$ cat src/rtl/cpu16_pkg.sv
// Shared CPU16 definitions: instruction width, opcode map, fetch state and
// buffer entry types, and the legal-opcode check used by fetch and control.
package cpu16_pkg;

  localparam int unsigned INSTR_W = 16;

  localparam logic [3:0] OP_LOGIC = 4'b0000;
  localparam logic [3:0] OP_ARITH = 4'b0001;
  localparam logic [3:0] OP_SHIFT = 4'b0010;
  localparam logic [3:0] OP_ADDI  = 4'b1001;
  localparam logic [3:0] OP_SUBI  = 4'b1010;
  localparam logic [3:0] OP_SLTI  = 4'b1011;
  localparam logic [3:0] OP_LW    = 4'b1100;
  localparam logic [3:0] OP_SW    = 4'b1101;
  localparam logic [3:0] OP_BEQ   = 4'b1111;

  typedef enum logic [1:0] {
    IDLE,
    RUN,
    FLUSH
  } fetch_state_e;

  typedef struct packed {
    logic [INSTR_W-1:0] instr;
    logic [INSTR_W-1:0] pc;
  } fetch_entry_t;

  function automatic logic isLegalOp(input logic [3:0] op);
    case (op)
      OP_LOGIC, OP_ARITH, OP_SHIFT,
      OP_ADDI, OP_SUBI, OP_SLTI,
      OP_LW, OP_SW, OP_BEQ: return 1'b1;
      default:              return 1'b0;
    endcase
  endfunction

endpackage

$ cat src/rtl/instr_fetch_unit_fetch_buffer.sv
// Small circular FIFO of {instr, pc} entries with synchronous clear; the head
// entry is read straight from the storage registers.
module fetch_buffer
  import cpu16_pkg::*;
#(
  parameter int unsigned BUF_DEPTH = 2
) (
  input  logic                           Clock,
  input  logic                           Reset,
  input  logic                           Clear,
  input  logic                           Push,
  input  logic                           Pop,
  input  fetch_entry_t                   WrData,
  output fetch_entry_t                   RdData,
  output logic                           Empty,
  output logic                           Full,
  output logic [$clog2(BUF_DEPTH+1)-1:0] Count
);

  localparam int unsigned PTR_W = (BUF_DEPTH > 1) ? $clog2(BUF_DEPTH) : 1;
  localparam int unsigned CNT_W = $clog2(BUF_DEPTH + 1);

  fetch_entry_t     slots [BUF_DEPTH];
  logic [PTR_W-1:0] wrPtr;
  logic [PTR_W-1:0] rdPtr;
  logic             doPush;
  logic             doPop;

  function automatic logic [PTR_W-1:0] nextPtr(input logic [PTR_W-1:0] ptr);
    return (ptr == PTR_W'(BUF_DEPTH - 1)) ? '0 : ptr + PTR_W'(1);
  endfunction

  assign Empty  = (Count == '0);
  assign Full   = (Count == CNT_W'(BUF_DEPTH));
  assign doPop  = Pop && !Empty;
  assign doPush = Push && (!Full || doPop);
  assign RdData = slots[rdPtr];

  always_ff @(posedge Clock) begin
    if (Reset) begin
      wrPtr <= '0;
      rdPtr <= '0;
      Count <= '0;
      for (int unsigned i = 0; i < BUF_DEPTH; i++) slots[i] <= '0;
    end else if (Clear) begin
      wrPtr <= '0;
      rdPtr <= '0;
      Count <= '0;
    end else begin
      if (doPush) begin
        slots[wrPtr] <= WrData;
        wrPtr        <= nextPtr(wrPtr);
      end
      if (doPop) rdPtr <= nextPtr(rdPtr);
      case ({doPush, doPop})
        2'b10:   Count <= Count + CNT_W'(1);
        2'b01:   Count <= Count - CNT_W'(1);
        default: Count <= Count;
      endcase
    end
  end

endmodule

$ cat src/rtl/instr_fetch_unit.sv
// CPU16 instruction fetch front end: credit-limited in-order requests to
// instruction memory, buffered responses, redirect flush and decode of opcode.
module instr_fetch_unit
  import cpu16_pkg::*;
#(
  parameter logic [15:0] RESET_PC  = 16'h0000,
  parameter int unsigned BUF_DEPTH = 2
) (
  input  logic        Clock,
  input  logic        Reset,
  output logic        ImemReqValid,
  input  logic        ImemReqReady,
  output logic [15:0] ImemReqAddr,
  input  logic        ImemRspValid,
  input  logic [15:0] ImemRspData,
  input  logic        Stall,
  input  logic        Redirect,
  input  logic [15:0] RedirectPC,
  output logic        InstrValid,
  output logic [15:0] Instr,
  output logic [15:0] InstrPC,
  output logic [3:0]  Opcode,
  output logic        IllegalOp
);

  localparam int unsigned CNT_W    = $clog2(BUF_DEPTH + 1);
  localparam logic [15:0] START_PC = RESET_PC & 16'hFFFE;

  fetch_state_e      state;
  logic [15:0]       pc;
  logic [CNT_W-1:0]  dropCnt;

  fetch_entry_t      bufHead;
  fetch_entry_t      tagHead;
  fetch_entry_t      tagEntry;
  fetch_entry_t      pushEntry;
  logic              bufEmpty;
  logic              bufFull;
  logic              tagEmpty;
  logic              tagFull;
  logic [CNT_W-1:0]  bufCount;
  logic [CNT_W-1:0]  tagCount;

  logic              creditOk;
  logic              reqFire;
  logic              rspFire;
  logic              keepRsp;
  logic              popHead;
  logic              flushBuf;
  logic [CNT_W-1:0]  outAfter;
  logic [15:0]       redirectTarget;

  // The tag FIFO is pushed per accepted request and popped per response, so
  // its occupancy is the outstanding count in every state.
  assign creditOk       = (32'(tagCount) + 32'(bufCount)) < BUF_DEPTH;
  assign ImemReqValid   = (state == RUN) && creditOk && !Redirect && !tagFull;
  assign ImemReqAddr    = pc;
  assign reqFire        = ImemReqValid && ImemReqReady;
  assign rspFire        = ImemRspValid && !tagEmpty && (state != IDLE);
  assign keepRsp        = rspFire && (state == RUN) && !Redirect && !bufFull;
  assign popHead        = !bufEmpty && !Stall && !Redirect;
  assign flushBuf       = Redirect && (state != IDLE);
  assign outAfter       = tagCount - CNT_W'(rspFire);
  assign redirectTarget = RedirectPC & 16'hFFFE;

  assign tagEntry = '{instr: '0, pc: pc};

  always_comb begin
    pushEntry       = tagHead;
    pushEntry.instr = ImemRspData;
  end

  fetch_buffer #(
    .BUF_DEPTH (BUF_DEPTH)
  ) u_tagFifo (
    .Clock  (Clock),
    .Reset  (Reset),
    .Clear  (1'b0),
    .Push   (reqFire),
    .Pop    (rspFire),
    .WrData (tagEntry),
    .RdData (tagHead),
    .Empty  (tagEmpty),
    .Full   (tagFull),
    .Count  (tagCount)
  );

  fetch_buffer #(
    .BUF_DEPTH (BUF_DEPTH)
  ) u_instrBuf (
    .Clock  (Clock),
    .Reset  (Reset),
    .Clear  (flushBuf),
    .Push   (keepRsp),
    .Pop    (popHead),
    .WrData (pushEntry),
    .RdData (bufHead),
    .Empty  (bufEmpty),
    .Full   (bufFull),
    .Count  (bufCount)
  );

  assign InstrValid = !bufEmpty;
  assign Instr      = bufHead.instr;
  assign InstrPC    = bufHead.pc;
  assign Opcode     = bufHead.instr[15:12];
  assign IllegalOp  = InstrValid && !isLegalOp(bufHead.instr[15:12]);

  always_ff @(posedge Clock) begin
    if (Reset) begin
      state   <= IDLE;
      pc      <= START_PC;
      dropCnt <= '0;
    end else begin
      unique case (state)
        IDLE: state <= RUN;
        RUN, FLUSH: begin
          if (Redirect) begin
            pc      <= redirectTarget;
            dropCnt <= outAfter;
            state   <= (outAfter != '0) ? FLUSH : RUN;
          end else if (state == RUN) begin
            if (reqFire) pc <= pc + 16'd2;
          end else if (dropCnt == '0) begin
            state <= RUN;
          end else if (rspFire) begin
            dropCnt <= dropCnt - CNT_W'(1);
            if (dropCnt == CNT_W'(1)) state <= RUN;
          end
        end
        default: state <= IDLE;
      endcase
    end
  end

endmodule

$ cat config.mk
export PLATFORM = sky130hd
export DESIGN_NAME = instr_fetch_unit
export DESIGN_NICKNAME = d
export VERILOG_FILES = /design/src/rtl/cpu16_pkg.sv /design/src/rtl/instr_fetch_unit_fetch_buffer.sv /design/src/rtl/instr_fetch_unit.sv
export SDC_FILE = /design/constraint.sdc
export NUM_CORES = 1
export LEC_CHECK = 0
export ABC_AREA = 1
export BUFFER_PORTS_ARGS = -buffer_cell sky130_fd_sc_hd__clkbuf_2
export CAP_MARGIN = 10
export CORE_AREA = 10 10 130 132
export CTS_CLUSTER_DIAMETER = 80
export CTS_CLUSTER_SIZE = 28
export DETAILED_ROUTE_END_ITERATION = 10
export DIE_AREA = 0 0 140 142
export PLACE_DENSITY = 0.83
export SLEW_MARGIN = 15
export SYNTH_ARGS = -nofsm -noshare
export SYNTH_HDL_FRONTEND = slang
export SYNTH_HIERARCHICAL = 1
export SYNTH_SLANG_ARGS = --single-unit
$ cat constraint.sdc
create_clock -name Clock -period 3.4 [get_ports Clock]
set_input_delay 0.34 -clock Clock [delete_from_list [all_inputs] [get_ports Clock]]
set_output_delay 0.34 -clock Clock [all_outputs]
set_load 0.05 [all_outputs]
# Word level (Yosys, flattened, before mapping)

Memory sizes are Yosys's and may differ from the RTL's. A register that Yosys moved wholly into a read port is not among the register bits.
Cells that the tools add are included.
W data, S select, Z words.

Bits in registers: 28
RAM bits: 96
Bits in read-only memories: 16
Word-level logic and storage cells: 122
Memories kept: 3

Memories:

| name             | words | bits a word | read ports | clocked after Yosys merged registers in | wr ports | line                                | source |
|---|---|---|---|---|---|---|---|
| u_instrBuf.slots | 2     | 32          | 1          | 1                                       | 2        | instr_fetch_unit_fetch_buffer.sv:23 | `fetch_entry_t slots [BUF_DEPTH];` |
| u_tagFifo.slots  | 2     | 16          | 1          | 1                                       | 2        | instr_fetch_unit_fetch_buffer.sv:23 |  |
| (name not given) | 16    | 1           | 1          | 0                                       | 0        | cpu16_pkg.sv:29                     | `case (op)` |

Add/sub/neg operators: 12
$lt $le $gt $ge: 1
Equality and inequality tests: 14
Mux-type cells: 39
Reductions and logical operators: 44

Operator list:

| cell                    | count |
|---|---|
| $mux W16                | 4 |
| $mux W32                | 1 |
| $reduce_or A32 Y1       | 1 |
| $mux W1                 | 21 |
| $mux W2                 | 10 |
| $logic_and A1 B1 Y1     | 17 |
| $add A16 B2 Y16 const B | 1 |
| $reduce_or A16 Y1       | 1 |
| $reduce_bool A2 Y1      | 7 |
| $pmux W2 S2             | 3 |
| $eq A2 B2 Y1 const B    | 5 |
| $eq A2 B1 Y1 const B    | 4 |
| $logic_not A2 Y1        | 4 |
| $ne A4 B4 Y1 const B    | 2 |
| $logic_not A1 Y1        | 7 |
| $reduce_and A3 Y1       | 2 |
| $sub A2 B1 Y2 const B   | 3 |
| $add A1 B1 Y1 const B   | 4 |
| $add A2 B1 Y2 const B   | 2 |
| $ne A2 B2 Y1 const B    | 2 |
| $reduce_and A4 Y1       | 1 |
| $reduce_or A2 Y1        | 2 |
| $add A2 B2 Y3           | 1 |
| $lt A3 B2 Y1 const B    | 1 |
| 3 further kinds         | 4 |

# Depth between registers and ports, before layout

Depth after elaboration: 14
Depth in mapped cells: 13
Depth with buffers taken out: 13

# By module

The synthesis kept the hierarchy.

By module, submodules not included:

| module           | times used | cells an instance | area each (um^2) | seq. area each (um^2) |
|---|---|---|---|---|
| fetch_buffer     | 2          | 247               | 3062.9           | 2021.9 |
| instr_fetch_unit | 1          | 262               | 1580.3           | 380.4 |

# Least setup slack after synthesis

Ideal clock, no wire load.

Path kind: register to output
Start point: register with a tool-made name
End point: output port IllegalOp
Arrival time: 2.648 ns
Setup slack: 0.412 ns
Cell stages (with the launch flop): 7
Path through: dfxtp_1 > clkbuf_1 > buf_2 > mux2_1 > nand2_1 > nand2_1 > a211oi_1

RTL lines:

| item          | line                   | source |
|---|---|---|
| end, declared | instr_fetch_unit.sv:23 | `output logic IllegalOp` |

==> key figures <==
GRT
  – Gr usage total: 0.137
  – Initial antenna violation count: 0
  – Number of global-route vias before repair: 4,564
  – Remaining global-route overflow: 0
  – First-pass GRT wire length: 22,000 µm
  – Largest net degree at the start of global routing: 35

Logic synthesis
  – YS warnings: 6
  – Synthesized area: 0.00637 mm²
  – Mapped Cells: 658
  – Post-Syn Area per Cell: 9.68 µm²

Timing
  – RSZ-0062 raised after global routing: no
  – Final Hold Vio Count: 0
  – Minimum clock period: 2.88 ns
  – Highest Clock Rate: 348 MHz
  – Fin worst setup slack: 0.524 ns
  – Total Neg Setup Slack: 0 ns
  – Final Slew Violations: 0
  – Final Cycle Share: 0.846
  – Rel. slew slack: 0.516
  – Final setup vio count: 0
  – Skew final: 0.00961 ns
  – Worst Max-Slew Pin Slew: 0.725 ns

Outcome
  – Outcome: complete, no violations

Setup path
  – Critical Path RT: 3.44 ns
  – Crit-path max FO: 17
  – CP Class: register to register
  – Kind of cell adding the most delay to the critical path: simple AND/OR/NAND/NOR gates
  – Slowest-stage cell, CP: nand2_1
  – CP startpoint: u_tagFifo/Count[1]
  – Buf/Inv on CP: 2
  – Critical Path Max Stage Delay: 0.60 ns
  – Startpoint Class: register
  – Critical Path AT: 2.92 ns
  – Crit path cell chain: fa_1 -> nor2_1 -> nand4_2 -> inv_1 -> nand2_2 -> inv_2 -> nand3_4 -> nand2_1
  – Worst setup EP type: register
  – Reg-to-Reg Start: u_tagFifo/Count[1]

CTS
  – CTS tree: built
  – Worst-Skew Late Latency: 0.42 ns
  – Post-CTS sizing: 0
  – CTS Buffer Depth: 2
  – Worst-path clk slew: 0.06 ns
  – Sink Count: 125
  – Total CTS buffers: 17
  – H-tree lvl count: 4
  – Post-CTS setup buffers: 0
  – Clk root buf: clkbuf_16
  – Hold_buf cts: 0

Pwr
  – Peak VDD IR: 0.300 mV
  – Leak: 3.18 nW
  – Total power draw: 3.97 mW
  – P per Cell Area: 531 mW/mm²

Drt
  – Wirelength, routed: 13,400 µm
  – First DRT Iteration DRCs: 274
  – Wire length per cell: 14.2 µm
  – First-pass DRT Iterations: 4
  – Routed Antenna Nets: 0
  – Via count: 4,513
  – DR vias/cell: 4.81
  – Drt drc: 0

Floorplanning
  – Die Width: 140 µm
  – Core Area: 0.0143 mm²
  – Die area: 0.0199 mm²
  – Boundary Pins: 93
  – Initial core utilization: 0.445
  – Row Count: 44
  – Chip Height: 142 µm

Placement
  – Placed cell areas: 0.00686 mm²
  – Pre-CTS setup slack: 0.522 ns
  – IO buf count: 90
  – Post-DP HPWL: 9060 µm
  – GPL Wtd Cong: 0.837

Layout
  – Antenna Cells: 0
  – NumNets Final: 788
  – Filler Cells Inserted: 1,263
  – Fraction of layout cells with a size suffix above 1: 0.297
  – Finished Cell Area: 0.00747 mm²
  – Synthesis-to-layout area growth: 17.3%

Flow run
  – Max-cap violations: 0

Min path
  – Tightest Hold Check Type: input pin to register
  – Hold_sp: ImemRspData[13]
## report_power, final
group          internal, mW  switching [mW]  total [mW]
logic                0.0976           0.265       0.362
registers              1.70          0.0378        1.73
clock network          1.17           0.704        1.87
## flip-flops by register name, indices dropped and copies added (netlist names), named ones only
name,count
state,2
u_instrBuf/slots,64
u_instrBuf/wrPtr,1
u_instrBuf/Count,2
u_tagFifo/slots,32
u_tagFifo/Count,2
u_instrBuf/rdPtr,1
u_tagFifo/wrPtr,1
ImemReqAddr,15
u_tagFifo/rdPtr,1
dropCnt,2
## metrics by stage
stage	utilization	instances	hold slack, ns
after global placement	0.479	907	0.457
after detailed placement	0.479	907	0.463
after CTS	0.522	939	0.220
after global routing	0.522	939	0.237
after floorplan	-	660	0.447
final	0.522	939	0.235
## layer usage
metal / share of wire / track usage
met3: 0.066 / 0.0484
met4: 0.0082 / 0.0462
met5: 0 / 0
met1: 0.44 / 0.164
met2: 0.48 / 0.225
## cells in the final DEF (no fill, tap or decap), types with 4 or more instances in the layout
| cell type | n |
|---|---|
| nand3_1 | 23 |
| ha_1 | 7 |
| inv_2 | 7 |
| o21ai_0 | 20 |
| clkbuf_2 | 90 |
| nand4_1 | 10 |
| nor2_4 | 6 |
| clkbuf_16 | 17 |
| a21oi_1 | 21 |
| nand2_4 | 4 |
| nand2_1 | 86 |
| edfxtp_1 | 96 |
| mux2_2 | 46 |
| inv_6 | 5 |
| dfxtp_1 | 29 |
| inv_1 | 100 |
| nor2_2 | 20 |
| nor2_1 | 119 |
| nand2_2 | 7 |
## final timing paths
kind,to,slack [ns],cells past startpoint
setup / recovery,u_tagFifo/slots[1][3],0.52,8
hold / removal,u_instrBuf/slots[1][29],0.24,3
setup reg to reg,u_tagFifo/slots[1][3],0.52,8
hold reg to reg,register,0.47,2
## worst register-to-register path, cell delays in order (launching register included)
cell and delay [ns]:
dfxtp_1 0.53, fa_1 0.50, nor2_1 0.14, nand4_2 0.15, inv_1 0.15, nand2_2 0.08, inv_2 0.10, nand3_4 0.24
nand2_1 0.60
## area by class of cell
class / count / area [µm²] / share of cell area
inverters: 108 / 407 / 0.0544
clock buffers: 18 / 429 / 0.0574
flip-flops and latches: 125 / 3460 / 0.463
well taps: 184 / 230 / 0.0308
multi-input cells: 396 / 2270 / 0.303
clock inverters: 14 / 183 / 0.0244
repair buffers: 94 / 493 / 0.0660
Power figures use the tool's default switching activity.
